==> src/rtl/isa_pkg.sv <==
// Shared ISA definitions for the instruction encoder: field types,
// word bit positions and the encoder run-state enum.
package isa_pkg;

    typedef enum logic [1:0] {
        FT_REG    = 2'b00,
        FT_MEM    = 2'b01,
        FT_BRANCH = 2'b10,
        FT_KERNEL = 2'b11
    } funtype_e;

    // CMP is REG with this funcode; it shares the REG layout.
    localparam logic [1:0] FC_CMP = 2'b11;

    localparam int unsigned FUNTYPE_LSB = 30;
    localparam int unsigned FUNTYPE_W   = 2;
    localparam int unsigned FUNCODE_LSB = 28;
    localparam int unsigned FUNCODE_W   = 2;
    localparam int unsigned REG_W       = 4;
    localparam int unsigned RD_LSB      = 24;
    localparam int unsigned RS_LSB      = 20;
    localparam int unsigned RX_LSB      = 16;
    localparam int unsigned IMM28_W     = 28;
    localparam int unsigned SELIMM_BIT  = 0;

    typedef enum logic [1:0] {
        S_IDLE  = 2'b00,
        S_RUN   = 2'b01,
        S_DRAIN = 2'b10,
        S_DONE  = 2'b11
    } enc_state_e;

endpackage

==> src/rtl/instruction_packer.sv <==
// Combinational field packer: builds one 32-bit ISA word and flags
// whether the immediate fits its slot.
// Ports: i_funtype/i_funcode/i_rd/i_rs/i_rx/i_imm/i_selimm in,
//        o_word (packed word), o_imm_ok (immediate in range) out.
module instruction_packer
    import isa_pkg::*;
#(
    parameter int bus = 32
) (
    input  logic [1:0]     i_funtype,
    input  logic [1:0]     i_funcode,
    input  logic [3:0]     i_rd,
    input  logic [3:0]     i_rs,
    input  logic [3:0]     i_rx,
    input  logic [bus-1:0] i_imm,
    input  logic           i_selimm,
    output logic [31:0]    o_word,
    output logic           o_imm_ok
);

    logic [3:0] w_opb;

    // Operand B slot carries either rs or the 4-bit immediate.
    assign w_opb = i_selimm ? i_imm[REG_W-1:0] : i_rs;

    always_comb begin
        o_word   = '0;
        o_imm_ok = 1'b1;
        o_word[FUNTYPE_LSB +: FUNTYPE_W] = i_funtype;
        o_word[FUNCODE_LSB +: FUNCODE_W] = i_funcode;
        if (i_funtype == FT_BRANCH) begin
            o_word[IMM28_W-1:0] = i_imm[IMM28_W-1:0];
            o_imm_ok = ((i_imm >> IMM28_W) == '0);
        end else begin
            o_word[RD_LSB +: REG_W] = i_rd;
            o_word[RS_LSB +: REG_W] = w_opb;
            o_word[RX_LSB +: REG_W] = i_rx;
            o_word[SELIMM_BIT]      = i_selimm;
            o_imm_ok = !i_selimm || ((i_imm >> REG_W) == '0);
        end
    end

endmodule

==> src/rtl/instruction_encoder.sv <==
// Streams packed instruction words into instruction memory at
// consecutive addresses behind a valid/ready field handshake.
// Ports: clk/rst, start+base_addr (run control), in_valid/in_ready
//        with field inputs, wr_en/wr_addr/wr_data/wr_ready memory port,
//        done/full/err status and count of completed writes.
module instruction_encoder
    import isa_pkg::*;
#(
    parameter int bus   = 32,
    parameter int DEPTH = 256,
    parameter int AW    = $clog2(DEPTH)
) (
    input  logic           clk,
    input  logic           rst,
    input  logic           start,
    input  logic [AW-1:0]  base_addr,
    input  logic           in_valid,
    output logic           in_ready,
    input  logic [1:0]     funtype,
    input  logic [1:0]     funcode,
    input  logic [3:0]     rd,
    input  logic [3:0]     rs,
    input  logic [3:0]     rx,
    input  logic [bus-1:0] imm,
    input  logic           selimm,
    input  logic           last,
    output logic           wr_en,
    output logic [AW-1:0]  wr_addr,
    output logic [31:0]    wr_data,
    input  logic           wr_ready,
    output logic           done,
    output logic           full,
    output logic           err,
    output logic [AW:0]    count
);

    localparam logic [AW:0]   LAST_CLAIM = (AW+1)'(DEPTH);
    localparam logic [AW-1:0] LAST_ADDR  = AW'(DEPTH-1);
    localparam logic [AW:0]   ONE_W      = (AW+1)'(1);
    localparam logic [AW-1:0] ONE_A      = AW'(1);

    enc_state_e  r_state;
    enc_state_e  w_next;
    logic        r_wr_en;
    logic [AW-1:0] r_wr_addr;
    logic [31:0] r_wr_data;
    logic [AW:0] r_count;
    logic [AW:0] r_issue;
    logic        r_err;
    logic        r_full;

    logic [31:0] w_word;
    logic        w_imm_ok;
    logic        w_in_ready;
    logic        w_stall;
    logic        w_claimed;
    logic        w_wr_done;
    logic        w_hit_last;
    logic        w_accept;
    logic        w_load;

    instruction_packer #(
        .bus(bus)
    ) u_packer (
        .i_funtype (funtype),
        .i_funcode (funcode),
        .i_rd      (rd),
        .i_rs      (rs),
        .i_rx      (rx),
        .i_imm     (imm),
        .i_selimm  (selimm),
        .o_word    (w_word),
        .o_imm_ok  (w_imm_ok)
    );

    assign w_stall    = r_wr_en && !wr_ready;
    // Issue pointer one past the top means DEPTH-1 is already taken.
    assign w_claimed  = (r_issue == LAST_CLAIM);
    assign w_wr_done  = r_wr_en && wr_ready;
    assign w_hit_last = w_wr_done && (r_wr_addr == LAST_ADDR);
    assign w_accept   = in_valid && w_in_ready;
    assign w_load     = w_accept && w_imm_ok;

    always_comb begin
        w_next     = r_state;
        w_in_ready = 1'b0;
        unique case (r_state)
            S_IDLE: begin
            end
            S_RUN: begin
                w_in_ready = !w_stall && !w_claimed;
                if (w_hit_last) begin
                    w_next = S_DONE;
                end else if (w_accept && last) begin
                    // A rejected last leaves nothing pending: the
                    // handshake implies any old word just completed.
                    w_next = w_load ? S_DRAIN : S_DONE;
                end
            end
            S_DRAIN: begin
                if (!r_wr_en || w_wr_done) begin
                    w_next = S_DONE;
                end
            end
            S_DONE: begin
            end
        endcase
        if (start) begin
            w_next = S_RUN;
        end
    end

    always_ff @(posedge clk) begin
        if (rst) begin
            r_state <= S_IDLE;
        end else begin
            r_state <= w_next;
        end
    end

    always_ff @(posedge clk) begin
        if (rst) begin
            r_wr_en   <= 1'b0;
            r_wr_addr <= '0;
            r_wr_data <= '0;
            r_count   <= '0;
            r_issue   <= '0;
            r_err     <= 1'b0;
            r_full    <= 1'b0;
        end else if (start) begin
            r_wr_en   <= 1'b0;
            r_wr_addr <= base_addr;
            r_count   <= '0;
            r_issue   <= {1'b0, base_addr};
            r_err     <= 1'b0;
            r_full    <= 1'b0;
        end else begin
            if (w_wr_done) begin
                r_count <= r_count + ONE_W;
            end
            if (w_hit_last) begin
                r_full <= 1'b1;
            end
            if (w_load) begin
                r_wr_en   <= 1'b1;
                r_wr_data <= w_word;
                r_wr_addr <= r_issue[AW-1:0];
                r_issue   <= r_issue + ONE_W;
            end else if (w_wr_done) begin
                r_wr_en <= 1'b0;
                // Park on the top address rather than wrapping.
                if (r_wr_addr != LAST_ADDR) begin
                    r_wr_addr <= r_wr_addr + ONE_A;
                end
            end
            if (w_accept && !w_imm_ok) begin
                r_err <= 1'b1;
            end
        end
    end

    assign in_ready = w_in_ready;
    assign wr_en    = r_wr_en;
    assign wr_addr  = r_wr_addr;
    assign wr_data  = r_wr_data;
    assign done     = (r_state == S_DONE);
    assign full     = r_full;
    assign err      = r_err;
    assign count    = r_count;

endmodule
==> config.mk <==
export PLATFORM = sky130hd
export DESIGN_NAME = instruction_encoder
export DESIGN_NICKNAME = d
export VERILOG_FILES = /design/src/rtl/isa_pkg.sv /design/src/rtl/instruction_packer.sv /design/src/rtl/instruction_encoder.sv
export SDC_FILE = /design/constraint.sdc
export NUM_CORES = 1
export LEC_CHECK = 0
export CORE_UTILIZATION = 45
export DETAILED_ROUTE_END_ITERATION = 6
export DONT_BUFFER_PORTS = 1
export PLACE_DENSITY = 0.62
export SLEW_MARGIN = 5
export SYNTH_ARGS = -nofsm -noshare
export SYNTH_HDL_FRONTEND = slang
export SYNTH_SLANG_ARGS = --single-unit
==> constraint.sdc <==
create_clock -name clk -period 3.7 [get_ports clk]
set_clock_uncertainty 0.15 [all_clocks]
set_input_delay 0.74 -clock clk [delete_from_list [all_inputs] [get_ports clk]]
set_output_delay 0.74 -clock clk [all_outputs]
set_load 0.02 [all_outputs]
==> impl_results.md <==
* Status: finished clean
* #FFs+latches synth at between 60 and 70
* Row cnt at 30
* Initial antenna violation count at 0
* P&R area growth vs syn at 6.342%
* Hold_sp: rst
* Static leakage at about 1.1 nW
* Largest net degree at the start of global routing at between 50 and 60
* Layout cell share with drive strength beyond 1 at 0.1058
* Antenna cells at 0
* Sw Pwr at 372.1 uW
* Hold WS at 0.3248 ns
* Sequential share of power at 0.517
* GP Congestion at 0.8165
* Nets at 440
* Cell taking the most area after synthesis: dfxtp_1
* Number of global-route vias before repair at 2514
* Clock power share at 0.410
* Sw frac at 0.2616
* Post-cts sizing count at 0
* Critical path endpoint category: output port
* Syn. warnings at 0
* Root Buffer: clkbuf_8
* Hold Fails Final Rpt at 0
* Clock buffer depth at 2
* Port-buffer cells at 0
* Top-count cell post-synth: nand2_1
* Tcrit/Tclk final at 0.7361
* H-tree depth at 3
* DRC at 0
* Cell Area, Synth at 0.003137 mm^2
* Setup crit start kind: flop
* Total grt overflow at 0
* Origin of the critical flop-to-flop path: r_issue[0]
* DR WL/cell at 17.39 um
* Initial Util at 0.4643
* Peak supply drop at 209.4 uV
* Max_cap viols at 0
* Sequential fraction of the synthesis area at 0.4021
* Setup slack, reg-to-reg at 1.03 ns
* Hold Buf Count CTS at 0
* Post-layout util at 0.4937
* Setup tns final at 0 ns
* Syn avg cell area at 8.190 um^2
* Fraction of registers with async set/reset at 0
* Post-DP HPWL at roughly 5.5 mm
* EDFF count, synth at 0
* Inserted Clock Buffers at 9
* R2r worst-path depth at 7
* RSZ-0062 raised after global routing: no
* Via density at 5.897
* Top Ports at 117
* Final Power at between 1 and 1.5 mW
* Clk pin slew, worst setup/hold paths at 0.07 ns
* Final ANT Viol Nets at 0
* Reg-to-reg endpoint: wr_addr[5]
* Crit Path Category: reg2out
* Die H at 85.49 um
* Rel. slew slack at 0.5928
* Number of DRC markers in iteration 0 at 211
* Hold Crit Class: in2reg
* Clock Latency Late Sink at 0.33 ns
* Final setup vio count at 0
* Yosys top cell area share at 0.4021
* P_int at 1.050 mW
* WL final at 7.963 mm
* Placeable core area at roughly 0.0068 mm^2
* PwrDens at between 400 and 500 mW/mm^2
* Synth Flop Type: dfxtp_1
* Die Footprint at between 0.007 and 0.008 mm^2
* Hold depth at 1
* Die W at between 80 and 90 um
* Fin. max-slew vios at 0
* CTS tree: built
* Max FO, Critical Path at 5
* Inst Count DP at 442
* Vias after detailed routing at ~2700
* DRT Pass-1 Iters at 5
* Hold Crit Endpoint: wr_addr[6]
* Syn_nets at 450
* Fill count at between 600 and 700
* Synth area leaders: dfxtp_1 (40%), nand2_1 (7.8%), a21oi_1 (6.1%), nand3_1 (4.1%), a311oi_2 (3.8%)
* Global-route wire length before repair at 12.43 mm
* Comb power frac at 0.073
* Cell Count, Final, Fillers Out at 458
* Cells after Synth at 383
* Top cells by count, synth: nand2_1 (65), dfxtp_1 (63), a21oi_1 (38), nor2_1 (30), nand3_1 (26)
* Post-CTS repair timing setup buffer count at 0
* Arr. time, crit path at 1.83 ns
* Clock sink total at 63
* Total GRT Usage at 0.2189
* Required time of the worst setup path at 2.81 ns
* Fmax at around 370 MHz
* Worst Tran Pin Value at 0.6062 ns
* Synth unique cells at 52
* Period minus WS final at 2.723 ns
-- cell usage in the layout (no fill, tap or decap), types with 6 or more instances in the layout --
cell      instances
nand2_1          65
dfxtp_1          63
a311oi_2          8
xor2_1           11
inv_1            10
a21oi_1          38
nor2_1           30
o21ai_0          10
nand4_1           6
nor4_1            6
clkbuf_8          9
and3_1            8
nand3_1          26
-- final cells by class --
class,count,area (um^2),share of cell area
Inverter,10,37.54,0.01125
Timing Repair Buffer,5,37.54,0.01125
Tap cell,80,100.1,0.03001
Multi-Input combinational cell,284,1710,0.5128
Clock inverter,6,61.31,0.01838
Sequential cell,63,1261,0.3781
Clock buffer,10,127.6,0.03826
-- critical path: stages, from the launching register on --
cell and delay [ns]:
dfxtp_1 0.45, inv_1 0.07, ha_1 0.22, nand4bb_1 0.17, o21ai_0 0.11, nor3_1 0.48
-- state kept, by name, indices dropped and copies added (netlist names) --
register / flops
r_state: 2
err: 1
wr_data: 32
wr_addr: 8
full: 1
r_issue: 9
wr_en: 1
count: 9
-- cells by family (layout without fill, tap and decap cells) --
| family | count (synthesis) | count (layout) | share of synthesized area |
|---|---|---|---|
| and+or+nand+nor | 168 | 168 | 0.2561 |
| xor gates and xnor gates | 16 | 16 | 0.04467 |
| muxes | 6 | 6 | 0.01955 |
| AOI/OAI and AO/OA | 90 | 90 | 0.2082 |
| DFF | 63 | 63 | 0.4021 |
| adders and majority gates | 4 | 4 | 0.01596 |
| buffers and inverters | 36 | 31 | 0.05345 |
-- per-layer routing --
layer	wire length [um]	vias to the layer above	global-route usage
li1	-	1344	-
met1	3441	1231	0.2793
met2	3597	122	0.3367
met3	867	4	0.08085
met4	57	0	0.08636
met5	0	-	0
-- worst max-delay path by stage --
stage / startpoint / endpoint / slack, ns / cells past startpoint
floorplan: imm[29] / wr_data[10] / 1.35 / 8
global placement: imm[13] / wr_data[1] / 0.92 / 7
detailed placement: imm[13] / wr_addr[5] / 0.83 / 6
CTS: r_issue[0] / in_ready / 0.95 / 5
global route: r_issue[0] / in_ready / 0.81 / 5
finish: r_issue[0] / in_ready / 0.98 / 5
-- per-stage QoR --
| stage | setup slack (ns) | cell area, um^2 |
|---|---|---|
| 2_1_floorplan | 1.347 | 3137 |
| 3_3_place_gp | 0.9151 | 3147 |
| 3_5_place_dp | 0.8292 | 3147 |
| 4_1_cts | 0.9549 | 3336 |
| 5_1_grt | 0.8126 | 3336 |
| 6_report | 0.9766 | 3336 |
-- power groups by stage --
| stage | logic (mW) | registers, mW | clock network [mW] |
|---|---|---|---|
| finish | 0.104 | 0.736 | 0.583 |
| global route | 0.116 | 0.738 | 0.634 |
| CTS | 0.104 | 0.735 | 0.601 |
| detailed placement | 0.103 | 0.751 | 0 |
| global placement | 0.102 | 0.751 | 0 |
| floorplan | 0.0981 | 0.743 | 0 |
Power figures use the tool's default switching activity.
